**config.mk**
```make
export PLATFORM = sky130hd
export DESIGN_NAME = udp_rx
export DESIGN_NICKNAME = d
export VERILOG_FILES = /design/src/rtl/udp_rx.sv
export SDC_FILE = /design/constraint.sdc
export NUM_CORES = 1
export LEC_CHECK = 0
export CELL_PAD_IN_SITES_DETAIL_PLACEMENT = 0
export CELL_PAD_IN_SITES_GLOBAL_PLACEMENT = 1
export CORE_UTILIZATION = 40
export DETAILED_ROUTE_END_ITERATION = 8
export HOLD_SLACK_MARGIN = 0.15
export PLACE_DENSITY_LB_ADDON = 0.1
export SETUP_SLACK_MARGIN = 0.05
export SYNTH_ARGS = -nofsm -noshare
export SYNTH_HDL_FRONTEND = slang
export SYNTH_SLANG_ARGS = --single-unit
```
**constraint.sdc**
```tcl
create_clock -name clk -period 2.48 [get_ports clk]
set_input_delay 0.372 -clock clk [delete_from_list [all_inputs] [get_ports clk]]
set_output_delay 0.372 -clock clk [all_outputs]
set_load 0.02 [all_outputs]
```
**src/rtl/udp_rx.sv**
```systemverilog
// UDP segment receiver: parses the 8-byte header from an N-bit MSB-first beat stream and forwards the payload.
// Define UDP_RX_PORT_FILTER_EN to drop segments whose destination port differs from LOCAL_PORT.
module udp_rx #(
  parameter int          N          = 2,
  parameter logic [15:0] LOCAL_PORT = 16'd5000
) (
  input  logic         clk,
  input  logic         rst,
  input  logic         axiiv,
  input  logic [N-1:0] axiid,
  output logic         axiov,
  output logic [N-1:0] axiod,
  output logic         axi_last,
  output logic [15:0]  src_port,
  output logic [15:0]  dst_port,
  output logic [15:0]  udp_length,
  output logic [15:0]  udp_checksum,
  output logic         hdr_valid,
  output logic         len_err,
  output logic [2:0]   dbg_state
);

  localparam int HB = 16 / N;
  localparam int CW = $clog2(HB);
  localparam int SH = $clog2(N);

  typedef enum logic [2:0] {
    IDLE, SRC_PORT, DST_PORT, LENGTH, CHECKSUM, PAYLOAD, DROP
  } state_t;

  state_t        state_q;
  logic [CW-1:0] field_cnt_q;
  logic [15:0]   pay_cnt_q;
  logic [63:0]   hdr_q;
  logic          armed_q;
  logic          axiov_q, axi_last_q, hdr_valid_q, len_err_q;
  logic [N-1:0]  axiod_q;
  logic [15:0]   src_q, dst_q, len_q, chk_q;

  logic [63:0]   hdr_d;
  logic [15:0]   len_d, len_m8, pay_bits, pay_beats_d;
  logic          field_done, port_ok;

  // hdr_d already holds the beat being accepted, so decisions at the end of CHECKSUM see the full header
  assign hdr_d       = {hdr_q[63-N:0], axiid};
  assign len_d       = hdr_d[31:16];
  assign len_m8      = len_d - 16'd8;
  assign pay_bits    = len_m8 << 3;
  assign pay_beats_d = pay_bits >> SH;
  assign field_done  = (field_cnt_q == CW'(HB - 1));

`ifdef UDP_RX_PORT_FILTER_EN
  assign port_ok = (hdr_d[47:32] == LOCAL_PORT);
`else
  logic unused_local_port;
  assign unused_local_port = ^LOCAL_PORT;
  assign port_ok = 1'b1;
`endif

  always_ff @(posedge clk or negedge rst) begin
    if (!rst) begin
      state_q     <= IDLE;
      field_cnt_q <= '0;
      pay_cnt_q   <= '0;
      hdr_q       <= '0;
      armed_q     <= 1'b0;
      axiov_q     <= 1'b0;
      axiod_q     <= '0;
      axi_last_q  <= 1'b0;
      hdr_valid_q <= 1'b0;
      len_err_q   <= 1'b0;
      src_q       <= '0;
      dst_q       <= '0;
      len_q       <= '0;
      chk_q       <= '0;
    end else begin
      axiov_q     <= 1'b0;
      axiod_q     <= '0;
      axi_last_q  <= 1'b0;
      hdr_valid_q <= 1'b0;
      len_err_q   <= 1'b0;
      if (!axiiv) begin
        // armed_q stays low after reset until the stream is seen idle once
        state_q     <= IDLE;
        field_cnt_q <= '0;
        pay_cnt_q   <= '0;
        armed_q     <= 1'b1;
        if (state_q inside {SRC_PORT, DST_PORT, LENGTH, CHECKSUM, PAYLOAD})
          len_err_q <= 1'b1;
      end else begin
        case (state_q)
          IDLE: begin
            if (armed_q) begin
              hdr_q       <= hdr_d;
              field_cnt_q <= CW'(1);
              state_q     <= SRC_PORT;
            end
          end
          SRC_PORT, DST_PORT, LENGTH: begin
            hdr_q <= hdr_d;
            if (field_done) begin
              field_cnt_q <= '0;
              state_q     <= (state_q == SRC_PORT) ? DST_PORT :
                             (state_q == DST_PORT) ? LENGTH : CHECKSUM;
            end else begin
              field_cnt_q <= field_cnt_q + CW'(1);
            end
          end
          CHECKSUM: begin
            hdr_q <= hdr_d;
            if (field_done) begin
              field_cnt_q <= '0;
              if (!port_ok) begin
                state_q <= DROP;
              end else if (len_d < 16'd8) begin
                len_err_q <= 1'b1;
                state_q   <= DROP;
              end else begin
                hdr_valid_q <= 1'b1;
                src_q       <= hdr_d[63:48];
                dst_q       <= hdr_d[47:32];
                len_q       <= hdr_d[31:16];
                chk_q       <= hdr_d[15:0];
                pay_cnt_q   <= pay_beats_d;
                state_q     <= (pay_beats_d == 16'd0) ? DROP : PAYLOAD;
              end
            end else begin
              field_cnt_q <= field_cnt_q + CW'(1);
            end
          end
          PAYLOAD: begin
            axiov_q   <= 1'b1;
            axiod_q   <= axiid;
            pay_cnt_q <= pay_cnt_q - 16'd1;
            if (pay_cnt_q == 16'd1) begin
              axi_last_q <= 1'b1;
              state_q    <= DROP;
            end
          end
          DROP:    state_q <= DROP;
          default: state_q <= IDLE;
        endcase
      end
    end
  end

  assign axiov        = axiov_q;
  assign axiod        = axiod_q;
  assign axi_last     = axi_last_q;
  assign hdr_valid    = hdr_valid_q;
  assign len_err      = len_err_q;
  assign src_port     = src_q;
  assign dst_port     = dst_q;
  assign udp_length   = len_q;
  assign udp_checksum = chk_q;
  assign dbg_state    = state_q;

endmodule

```
==> run metrics <==
RSZ-0062 raised after global routing=no; Final setup viols=0; critical path launch point type=register; drt wl/cell=~17 microns; share of post-route cells with drive strength above 1=0.307; Detail Route Antenna Nets=0; Post-layout nets=630; Setup Crit Path Kind=register to register; Relative slew margins=0.618; gate family responsible for the most delay along the worst path=simple AND/OR/NAND/NOR gates; Hold Fails Final Rpt=0; maximum level of the CTS H-tree=4; initial antenna violation count=0; via density per instance=approximately 5.2; number of flops mapped to enable cells by yosys=0; final-layout worst hold slack=0.489 ns; total area of multi-input combinational cells=around 2700 sq um; clock-pin slew on the worst setup and hold paths=0.06 ns; number of sinks handled by clock tree synthesis=between 150 and 200; Remaining DRCs=0; Gate power share=0.180; FFs w/ async S/R, synth=1.00; Filler Cells Inserted=approximately 1500; count of cells along the worst register-to-register path=5; Crit path arrival time=around 2.5 ns; Max VDD drop=approximately 0.50 mV; relative contribution of sequential cells to total power=0.469; Setup crit end kind=register; Port Buf Inserts=slightly below 80; slowest stage cell, crit path=sky130_fd_sc_hd__dfrtp_1; total global routing track utilization=0.175; Tcrit/Tclk final=0.883; data required time at the worst endpoint=2.79 ns; peak fanout along the critical path=36; post-synthesis register bit count=around 160; cell internal pwr=roughly 5100 uW; placed wire-length estimate=9690 microns; count of unique library cells instantiated by Yosys=64; CTS Buf Count=17; net switching power of the design=~2000 uW; area taken by flip-flops and latches=3880 sq um; post-synthesis sequential area ratio=0.566; count of warnings emitted by yosys=0; final max-slew violation count=0; Row Count=47; clock period minus final worst setup slack=about 2.2 ns; transition at the pin with the smallest max-transition slack=approximately 0.57 ns; vias in the first global route=about 4600; Clk Tree Root Cell=sky130_fd_sc_hd__clkbuf_16; ys flop type=sky130_fd_sc_hd__dfrtp_1; slowest stage delay, CP=about 0.5 ns; highest clock rate=roughly 460 MHz; number of vias in the routed layout=4456; result of the run=finished, final reports clean; Gate Count Post-Synth=~530; final weighted congestion in routability-driven placement=approximately 0.83; clock tree from TritonCTS=done; maximum clock skew at final layout=between 0.01 and 0.015 ns; number of primary I/O pins=78; total power density per cell area=between 800 and 900 nW/um^2; number of buffers and inverters on the critical path=1; global-route wire length before repair=~24000 microns; Max Root-Sink Buffers=2; switching power as a share of total power=0.285; remaining global-route overflow=0; cell area after synthesis=roughly 7000 sq um; leakage power figure=0.00396 uW; final antenna diode count=0; worst min path class=input port to async pin; syn nets=around 540; cell-by-cell trace of the critical path=nor4_4, nand4_2, nand4_4, buf_12, mux2_2; DR pass1 iterations=4; clock latency at the later pin of the worst-skew pair=0.42 ns; Std-Cell Core Area=~17000 sq um; number of max-capacitance violations reported=0; pin count of the biggest net entering global routing=60; area enclosed by the die boundary=17600 sq um; initial drt markers=roughly 170; commonest non-fill, non-tap cells in the layout=sky130_fd_sc_hd__dfrtp_1 (155), sky130_fd_sc_hd__mux2_2 (120), sky130_fd_sc_hd__clkdlybuf4s50_1 (76); stages on the worst setup path=5; Sum Neg Setup Slack=0 ns; share of total power in the clock network=0.352; effective utilization at floorplan=0.411; horizontal extent of the die=133 microns; vertical extent of the die=around 130 microns; most frequent standard cell in the layout excluding fill and tap cells=sky130_fd_sc_hd__dfrtp_1; Post-Synthesis Mean Instance Area=13.0 sq um; layout-stage area growth over the synthesis result=24.9%; final wirelength=14300 microns
logic make-up (layout without fill, tap and decap cells):
kind of cell | Yosys count | in the layout | synth area share
mux | 125 | 125 | 0.205
fa+ha+maj | 5 | 5 | 0.00914
flops | 155 | 155 | 0.566
xor+xnor | 8 | 8 | 0.0102
simple gates | 120 | 120 | 0.102
buf+inv | 42 | 146 | 0.0378
compound gates | 72 | 72 | 0.0694
metrics by stage:
| stage | instance area, sq um | setup WS, ns | util | total power, uW | cells |
|---|---|---|---|---|---|
| detailed placement | 7960 | 0.236 | 0.478 | 4720 | 820 |
| global placement | 7960 | 0.282 | 0.478 | 4670 | 820 |
| global route | 8550 | 0.0713 | 0.514 | 7570 | 851 |
| finish | 8550 | 0.290 | 0.514 | 7180 | 851 |
| floorplan | 6850 | 0.432 | - | 4250 | 527 |
| CTS | 8550 | 0.232 | 0.513 | 7250 | 851 |
layout make-up:
| class | instances | area share |
|---|---|---|
| sequential | 155 | 0.454 |
| multi-input combinational | 330 | 0.319 |
| inverter | 8 | 0.00351 |
| clock inverter | 11 | 0.0140 |
| clock buffer | 19 | 0.0530 |
| timing repair buffer | 108 | 0.125 |
| tap | 220 | 0.0322 |
routing by layer:
| metal | vias to the layer above | track usage | wire length (microns) |
|---|---|---|---|
| li1 | 2085 | - | - |
| met1 | 2253 | 0.236 | 6690 |
| met2 | 103 | 0.267 | 6630 |
| met3 | 15 | 0.0467 | 724 |
| met4 | 0 | 0.0709 | 214 |
| met5 | - | 0 | 0 |
registers in the layout, indices dropped and copies added, names as in the netlist:
| register | count |
|---|---|
| hdr_valid | 1 |
| axiov | 1 |
| udp_checksum | 16 |
| udp_length | 16 |
| field_cnt_q | 3 |
| pay_cnt_q | 16 |
| len_err | 1 |
| hdr_q | 62 |
| dbg_state | 3 |
| dst_port | 16 |
| axiod | 2 |
| armed_q | 1 |
| axi_last | 1 |
| src_port | 16 |
power groups by stage:
stage          Clock [uW]  Sequential (uW)  Combinational [uW]
6_report             2520             3370                1290
2_1_floorplan           0             3220                1040
3_5_place_dp            0             3420                1300
4_1_cts              2580             3370                1300
5_1_grt              2680             3450                1440
3_3_place_gp            0             3400                1270
path summary, 6_finish.rpt:
kind / from / slack (ns) / endpoint
min in group clk: udp_length[4]$_DFFE_PN0P_ / 0.49 / udp_length[4]$_DFFE_PN0P_
hold / removal: rst / 0.49 / src_port[8]$_DFFE_PN0P_
max in group asynchronous: rst / 1.32 / dbg_state[2]$_DFFE_PN0P_
hold reg to reg: udp_length[4]$_DFFE_PN0P_ / 0.49 / udp_length[4]$_DFFE_PN0P_
setup reg to reg: hdr_q[23]$_DFFE_PN0P_ / 0.29 / udp_checksum[11]$_DFFE_PN0P_
setup / recovery: hdr_q[23]$_DFFE_PN0P_ / 0.29 / udp_checksum[11]$_DFFE_PN0P_
timing repair:
action | in CTS | in global routing
resized for setup | 0 | 1
endpoints found under the hold margin | 55 | 0
buffers inserted | 0 | 0
hold buffers | 1 | 0
endpoints found under the setup margin | 0 | 2
synthesized netlist by cell type (all sizes together) (3+ instances only):
master / n / share of area
a31oi: 3 / 0.0027
nor2: 26 / 0.014
xnor2: 4 / 0.0051
a211o: 3 / 0.0038
a21oi: 23 / 0.018
buf: 24 / 0.028
nor3b: 3 / 0.0033
xor2: 4 / 0.0051
o31ai: 3 / 0.0033
nand3b: 5 / 0.0055
or4: 4 / 0.0055
or3: 3 / 0.0027
ha: 5 / 0.0091
mux2: 123 / 0.20
nand3: 7 / 0.0069
dfrtp: 155 / 0.57
nor3: 12 / 0.011
o21ai: 15 / 0.011
clkbuf: 10 / 0.0055
nor4: 4 / 0.0090
a21boi: 3 / 0.0033
nand2: 30 / 0.016
and3: 7 / 0.0064
nand4: 5 / 0.0064
inv: 8 / 0.0044
nand2b: 5 / 0.0046
(Power assumes the default switching activity.)
